==> src/rtl/fetch_stage.sv <==
// fetch_stage: IF stage plus IF/ID pipeline register.
//
// Owns the PC and selects the next fetch address. The priority is EX redirect, then stall hold,
// then BTB prediction, then PC+4. It drives a synchronous instruction memory with a 1-cycle read
// latency and presents the fetched instruction to ID. The IF/ID register obeys the hazard-unit
// controls pc_en / if_id_en / if_id_flush / im_flush.
//
// Ports:
//   clk_i, rst_i            clock (rising edge), synchronous active-high reset
//   pc_en_i                 0 = hold PC (load-use stall)
//   if_id_en_i              0 = hold IF/ID register
//   if_id_flush_i           load bubble into IF/ID
//   im_flush_i              current imem response is wrong-path
//   modify_pc_ex_i          EX redirect, target on pc_target_ex_i
//   btb_hit_taken_i         BTB predicts taken for pc_q, target on btb_target_i
//   imem_en_o, imem_addr_o  imem read request (address = next PC, combinational)
//   imem_rdata_i            imem data for the address issued last cycle
//   if_id_*_o               IF/ID register contents for ID
//
// Optional feature: define FETCH_PERF_CNT_EN to add saturating counters perf_fetched_o,
// perf_stall_o and perf_redirect_o.
module fetch_stage #(
    parameter logic [31:0] RESET_PC  = 32'h0000_0000,
    parameter logic [31:0] NOP_INSTR = 32'h0000_0013
) (
    input  logic        clk_i,
    input  logic        rst_i,
    input  logic        pc_en_i,
    input  logic        if_id_en_i,
    input  logic        if_id_flush_i,
    input  logic        im_flush_i,
    input  logic        modify_pc_ex_i,
    input  logic [31:0] pc_target_ex_i,
    input  logic        btb_hit_taken_i,
    input  logic [31:0] btb_target_i,
    output logic        imem_en_o,
    output logic [31:0] imem_addr_o,
    input  logic [31:0] imem_rdata_i,
    output logic [31:0] if_id_pc_o,
    output logic [31:0] if_id_pc_plus4_o,
    output logic [31:0] if_id_instr_o,
    output logic        if_id_valid_o,
    output logic        if_id_pred_taken_o,
    output logic [31:0] if_id_pred_target_o,
    output logic        if_id_misaligned_o
`ifdef FETCH_PERF_CNT_EN
    ,
    output logic [31:0] perf_fetched_o,
    output logic [31:0] perf_stall_o,
    output logic [31:0] perf_redirect_o
`endif
);

    typedef enum logic [0:0] {StBoot, StRun} state_e;

    state_e      state_q, state_d;
    logic [31:0] pc_q, pc_d;
    logic        f_valid_q, f_valid_d;
    logic [31:0] next_pc;

    logic [31:0] id_pc_q, id_pc_d;
    logic [31:0] id_instr_q, id_instr_d;
    logic        id_valid_q, id_valid_d;
    logic        id_pred_taken_q, id_pred_taken_d;
    logic [31:0] id_pred_target_q, id_pred_target_d;
    logic        id_misaligned_q, id_misaligned_d;

    logic run;
    assign run = (state_q == StRun);

    // Next-PC selection. A redirect beats a stall so a resolved branch is never lost.
    always_comb begin
        next_pc = pc_q + 32'd4;
        if (modify_pc_ex_i) begin
            next_pc = pc_target_ex_i;
        end else if (!pc_en_i) begin
            next_pc = pc_q;
        end else if (btb_hit_taken_i) begin
            next_pc = btb_target_i;
        end
    end

    // Fetch FSM and PC next-state.
    always_comb begin
        state_d     = state_q;
        pc_d        = pc_q;
        f_valid_d   = f_valid_q;
        imem_en_o   = 1'b0;
        imem_addr_o = RESET_PC;
        if (!rst_i) begin
            imem_en_o = 1'b1;
            case (state_q)
                StBoot: begin
                    // Issue the first read; its data is captured in the first RUN cycle.
                    state_d   = StRun;
                    f_valid_d = 1'b1;
                end
                StRun: begin
                    imem_addr_o = next_pc;
                    pc_d        = next_pc;
                end
            endcase
        end
    end

    always_ff @(posedge clk_i) begin
        if (rst_i) begin
            state_q   <= StBoot;
            pc_q      <= RESET_PC;
            f_valid_q <= 1'b0;
        end else begin
            state_q   <= state_d;
            pc_q      <= pc_d;
            f_valid_q <= f_valid_d;
        end
    end

    // IF/ID next-state. BOOT has no instruction yet, so hazard inputs are ignored there.
    always_comb begin
        id_pc_d          = id_pc_q;
        id_instr_d       = id_instr_q;
        id_valid_d       = id_valid_q;
        id_pred_taken_d  = id_pred_taken_q;
        id_pred_target_d = id_pred_target_q;
        id_misaligned_d  = id_misaligned_q;
        if (rst_i || if_id_flush_i || !run) begin
            id_pc_d          = 32'd0;
            id_instr_d       = NOP_INSTR;
            id_valid_d       = 1'b0;
            id_pred_taken_d  = 1'b0;
            id_pred_target_d = 32'd0;
            id_misaligned_d  = 1'b0;
        end else if (if_id_en_i) begin
            id_pc_d          = pc_q;
            id_instr_d       = im_flush_i ? NOP_INSTR : imem_rdata_i;
            id_valid_d       = f_valid_q & ~im_flush_i;
            id_pred_taken_d  = btb_hit_taken_i;
            id_pred_target_d = btb_target_i;
            id_misaligned_d  = |pc_q[1:0];
        end
    end

    always_ff @(posedge clk_i) begin
        id_pc_q          <= id_pc_d;
        id_instr_q       <= id_instr_d;
        id_valid_q       <= id_valid_d;
        id_pred_taken_q  <= id_pred_taken_d;
        id_pred_target_q <= id_pred_target_d;
        id_misaligned_q  <= id_misaligned_d;
    end

    assign if_id_pc_o          = id_pc_q;
    assign if_id_pc_plus4_o    = id_pc_q + 32'd4;
    assign if_id_instr_o       = id_instr_q;
    assign if_id_valid_o       = id_valid_q;
    assign if_id_pred_taken_o  = id_pred_taken_q;
    assign if_id_pred_target_o = id_pred_target_q;
    assign if_id_misaligned_o  = id_misaligned_q;

`ifdef FETCH_PERF_CNT_EN
    logic [31:0] perf_fetched_q, perf_stall_q, perf_redirect_q;
    logic        fetched_inc, stall_inc, redirect_inc;

    assign fetched_inc  = run & ~if_id_flush_i & if_id_en_i & f_valid_q & ~im_flush_i;
    assign stall_inc    = run & ~pc_en_i & ~modify_pc_ex_i;
    assign redirect_inc = run & modify_pc_ex_i;

    always_ff @(posedge clk_i) begin
        if (rst_i) begin
            perf_fetched_q  <= 32'd0;
            perf_stall_q    <= 32'd0;
            perf_redirect_q <= 32'd0;
        end else begin
            if (fetched_inc && (perf_fetched_q != 32'hFFFF_FFFF)) begin
                perf_fetched_q <= perf_fetched_q + 32'd1;
            end
            if (stall_inc && (perf_stall_q != 32'hFFFF_FFFF)) begin
                perf_stall_q <= perf_stall_q + 32'd1;
            end
            if (redirect_inc && (perf_redirect_q != 32'hFFFF_FFFF)) begin
                perf_redirect_q <= perf_redirect_q + 32'd1;
            end
        end
    end

    assign perf_fetched_o  = perf_fetched_q;
    assign perf_stall_o    = perf_stall_q;
    assign perf_redirect_o = perf_redirect_q;
`endif

endmodule

==> config.mk <==
export PLATFORM = sky130hd
export DESIGN_NAME = fetch_stage
export DESIGN_NICKNAME = d
export VERILOG_FILES = /design/src/rtl/fetch_stage.sv
export SDC_FILE = /design/constraint.sdc
export NUM_CORES = 1
export LEC_CHECK = 0
export ABC_AREA = 0
export ABC_CLOCK_PERIOD_IN_PS = 3100
export CAP_MARGIN = 20
export CORE_ASPECT_RATIO = 0.5
export CORE_UTILIZATION = 25
export CTS_BUF_LIST = sky130_fd_sc_hd__clkbuf_4
export DETAILED_ROUTE_END_ITERATION = 10
export MAX_ROUTING_LAYER = met4
export SETUP_SLACK_MARGIN = 0.02
export SYNTH_ARGS = -nofsm -noshare
export SYNTH_HDL_FRONTEND = slang
export SYNTH_SLANG_ARGS = --single-unit
==> constraint.sdc <==
create_clock -name clk_i -period 3.1 [get_ports clk_i]
set_input_delay 0.31 -clock clk_i [delete_from_list [all_inputs] [get_ports clk_i]]
set_output_delay 0.31 -clock clk_i [all_outputs]
set_load 0.01 [all_outputs]
# Word-level counts from Yosys, hierarchy flattened
# Cells that the tools add are included.
# Widths: inputs -> output; s select.
[totals]
reg_bits = 133
in_bits = 104
elab_cells = 24
[op_classes]
addsub = 2
mux = 7
n_bitwise = 2
reduce_logical = 4
[op_table]
columns = ["op", "n"]
rows = [
  ["$mux 32", 6],
  ["$add 32x3->32 const B", 2],
  ["$logic_or 1x1->1", 2],
  ["$reduce_or 2->1", 1],
  ["$and 1x1->1", 1],
  ["$logic_not 1->1", 1],
  ["$mux 1", 1],
  ["$not 1->1", 1],
]

# Logic depth before layout (Yosys ltp)
[depth]
word_depth = 6
mapped_depth = 8

# Worst setup path before layout
# Ideal clock, no wire load.
[synth_path]
kind = "flip-flop to output port"
startpoint = "reg pc_q[2]"
endpoint = "out imem_addr_o[18]"
arrival_ns = 2.102
required_time_ns = 2.790
path_slack_ns = 0.688
path_stages_with_launch = 6
path_buffers = 0
path_cell_list = "dfxtp_1 ha_1 nand3_2 or4_4 or4_1 a31oi_1"
[synth_via]
elab_chain_cells = 6
[synth_lines]
columns = ["item", "line_no", "text"]
rows = [
  ["start: declaration", "57", "logic [31:0] pc_q, pc_d;"],
  ["start signal: assignment", "113", "pc_q <= pc_d;"],
  ["$add 32x3->32", "73", "next_pc = pc_q + 32'd4;"],
  ["$mux 32", "78", "end else if (btb_hit_taken_i) begin"],
  ["$mux 32", "76", "end else if (!pc_en_i) begin"],
  ["$mux 32", "74", "if (modify_pc_ex_i) begin"],
  ["$mux 32", "92", "case (state_q)"],
  ["$mux 32", "90", "if (!rst_i) begin"],
  ["end: declaration", "37", "output logic [31:0] imem_addr_o,"],
]
# Every way passes these cells.

# Worst setup path after layout
[layout_path]
startpoint = "reg pc_q[16]"
endpoint = "out imem_addr_o[23]"
# Same word-level chain as after synthesis.

==> metrics.csv <==
stage,metric,value,unit
layout,# fillers,2753,
layout,final core occ,0.4166,
sta,Worst Skew,0.02852,ns
placed_design,final RePlAce weighted congestion,0.9727,
route,Via-to-Cell Ratio,5.003,
clock_tree,CTS tree,yes,
pwr,leakage,4.472,nW
logic_synthesis,Syn Area/Cell,8.074,um^2
worst_setup_path,Worst Setup End Kind,primary output,
clock_tree,Root Buffer,clkbuf_4,
sta,Slew Limit Headroom,0.5181,
logic_synthesis,post-synthesis cell type count,68,
sta,setup violators final,0,
floorplan,core area,0.02701,mm^2
sta,Setup WS post-layout,0.07684,ns
floorplan,Die Area,0.02878,mm^2
sta,final setup TNS,0,ns
clock_tree,Inserted Clock Buffers,17,
floorplan,Die Width,238.9,um
sta,final period utilization,0.9752,
logic_synthesis,"flops & latches, synth",133,
route,Pre-Repair DR Iteration Count,5,
logic_synthesis,Synth Flop Type,dfxtp_1,
sta,Period minus WS final,3.023,ns
placed_design,IO Port Bufs,267,
pwr,Worst IR Drop VDD,0.1949,mV
route,Post-Route WL,32160,um
sta,Final Hold Fails,0,
worst_setup_path,CP max FO,7,
logic_synthesis,yosys warns,0,
global_route,antenna violations before repair,3,
layout,"Area growth, synth to finish",60.36,%
worst_setup_path,Worst Path Required,2.79,ns
run_status,status,"complete, no violations",
global_route,vias in the first global route,7724,
placed_design,pre-CTS setup slack,0.02254,ns
route,ANT nets after route,0,
worst_setup_path,CP Launch Type,register,
logic_synthesis,post-synthesis sequential area ratio,0.3795,
floorplan,Std-Cell Rows,42,
clock_tree,# hold bufs at CTS,0,
clock_tree,CTS max path bufs,2,
sta,fmax,330.8,MHz
layout,Nets,1287,
route,DR vias,7860,
job,Max-Cap Viols,0,
layout,layout cells sized above 1,0.1977,
route,Iteration-0 DRC Markers,615,
worst_setup_path,"Arr. time, crit path",2.71,ns
clock_tree,htree depth,4,
pwr,Total Power,3.672,mW
layout,Multi-input gate area,0.004309,mm^2
floorplan,die height,120.5,um
logic_synthesis,syn_nets,975,
sta,Slew Limit Fails,0,
placed_design,Inst Count DP,1521,
global_route,GR Overflow Total,0,
floorplan,Initial Util,0.2598,
worst_setup_path,R2R depth,6,
placed_design,hpwl dp,24780,um
layout,register area,0.002715,mm^2
floorplan,I/O Pins,268,
route,DRC errors left,0,
pwr,Pwr per Cell Area,326.3,mW/mm^2
route,WL per Instance,20.47,um
logic_synthesis,Post-Synthesis Cells,869,
global_route,largest net degree at the start of global routing,56,
min_path,worst hold path cell count,3,
clock_tree,worst skew pair latency,0.63,ns
logic_synthesis,post-synthesis cell area,0.007017,mm^2
sta,unrepaired setup endpoints after global routing,yes,
logic_synthesis,number of synthesized flops with an enable pin,0,
clock_tree,clk sinks,133,
clock_tree,"CTS clk-pin slew, worst paths",0.16,ns
sta,Slew @ Worst Pin,0.7228,ns
min_path,Hold Crit Class,input pin to register,
logic_synthesis,ys async rst share,0,
global_route,first-pass GRT wire length,47820,um
global_route,Total GRT Usage,0.2274,
layout,"non-filler cells, final",1571,
worst_setup_path,Setup CP Type,register to primary output,
==> area by class of cell <==
class                           instances  area share
Timing Repair Buffer                  365      0.3068
Sequential cell                       133      0.2413
Inverter                               14    0.004670
Clock buffer                           17     0.01134
Clock inverter                         15     0.01067
Tap cell                              374     0.04159
Multi-Input combinational cell        650      0.3830
Antenna cell                            3   0.0006672
==> registers in the layout, summed over array words and instances (netlist names) <==
| register | flops |
|---|---|
| if_id_instr_o | 32 |
| if_id_pc_o | 32 |
| if_id_pred_target_o | 32 |
| pc_q | 32 |
| f_valid_q | 1 |
| if_id_misaligned_o | 1 |
| if_id_pred_taken_o | 1 |
| if_id_valid_o | 1 |
| run | 1 |
==> synthesized netlist by cell type, drive strengths merged (16+ instances only) <==
| library cell | instances | area, um^2 |
|---|---|---|
| a21o | 16 | 121.4 |
| a21oi | 56 | 280.3 |
| and3 | 18 | 113.9 |
| buf | 25 | 113.9 |
| clkbuf | 47 | 176.4 |
| dfxtp | 133 | 2663 |
| mux2i | 71 | 710.7 |
| nand2 | 57 | 214.0 |
| nand3 | 37 | 212.7 |
| nand4 | 22 | 137.6 |
| nor2 | 134 | 503.0 |
| nor2b | 36 | 225.2 |
| o21ai | 35 | 175.2 |
| xnor2 | 24 | 210.2 |
==> metrics by stage <==
step / area [um^2] / hold slack, ns
3_3_place_gp: 10570 / 0.4552
3_5_place_dp: 10570 / 0.4672
4_1_cts: 11010 / 0.2218
6_report: 11250 / 0.2587
5_1_grt: 11250 / 0.2210
2_1_floorplan: 7017 / 0.4252
==> critical path, stage by stage, from the launching register on <==
cell and delay, ns:
dfxtp_2 0.37, nand3_4 0.14, or4_4 0.54, or4_1 0.48
a211o_1 0.31, o21ai_2 0.09, buf_2 0.16
==> repair_timing <==
| action | 4_1_cts | 5_1_grt |
|---|---|---|
| pin swaps | 12 | 12 |
| setup endpoints to repair | 42 | 29 |
| gates resized for setup | 102 | 57 |
| setup buffers | 5 | 10 |
==> power by group <==
group	switching (mW)	internal, mW
combinational	0.387	0.371
clock	0.780	0.336
sequential	0.0424	1.76
==> path summary, 6_finish.rpt <==
path,from,endpoint,slack (ns)
max,pc_q[16],imem_addr_o[23],0.08
min,imem_rdata_i[5],if_id_instr_o[5],0.26
max reg2reg,pc_q[16],pc_q[23],0.95
min reg2reg,if_id_valid_o,if_id_valid_o,0.48
==> cell families (layout without fill, tap and decap cells) <==
group	Yosys count	after routing	share of synthesized area
compound gates	189	189	0.1764
xor+xnor	28	28	0.03495
fa+ha+maj	2	2	0.003566
buf+inv	86	411	0.04886
flops	133	133	0.3795
mux	72	72	0.1029
other cells	0	3	0
simple gates	359	359	0.2539
==> cells in the final DEF, fill, tap and decap left out, drive strengths merged, types with 16 or more instances in the layout <==
cell	synthesis	final
buf	25	101
dlygate4sd2	0	18
nor2	134	134
xnor2	24	24
o21ai	35	35
clkdlybuf4s50	0	235
nand4	22	22
nand3	37	37
nor2b	36	36
a21o	16	16
nand2	57	57
dfxtp	133	133
a21oi	56	56
mux2i	71	71
inv	13	21
and3	18	18
clkbuf	47	23
==> routing by layer <==
layer,up-vias,wire length (um),share of wire,track usage
li1,3730,-,-,-
met1,3823,14260,0.44,0.2823
met2,248,15460,0.48,0.3659
met3,59,1582,0.049,0.04384
met4,0,865,0.027,0.08814
met5,-,0,0,-
(Power assumes the default switching activity.)
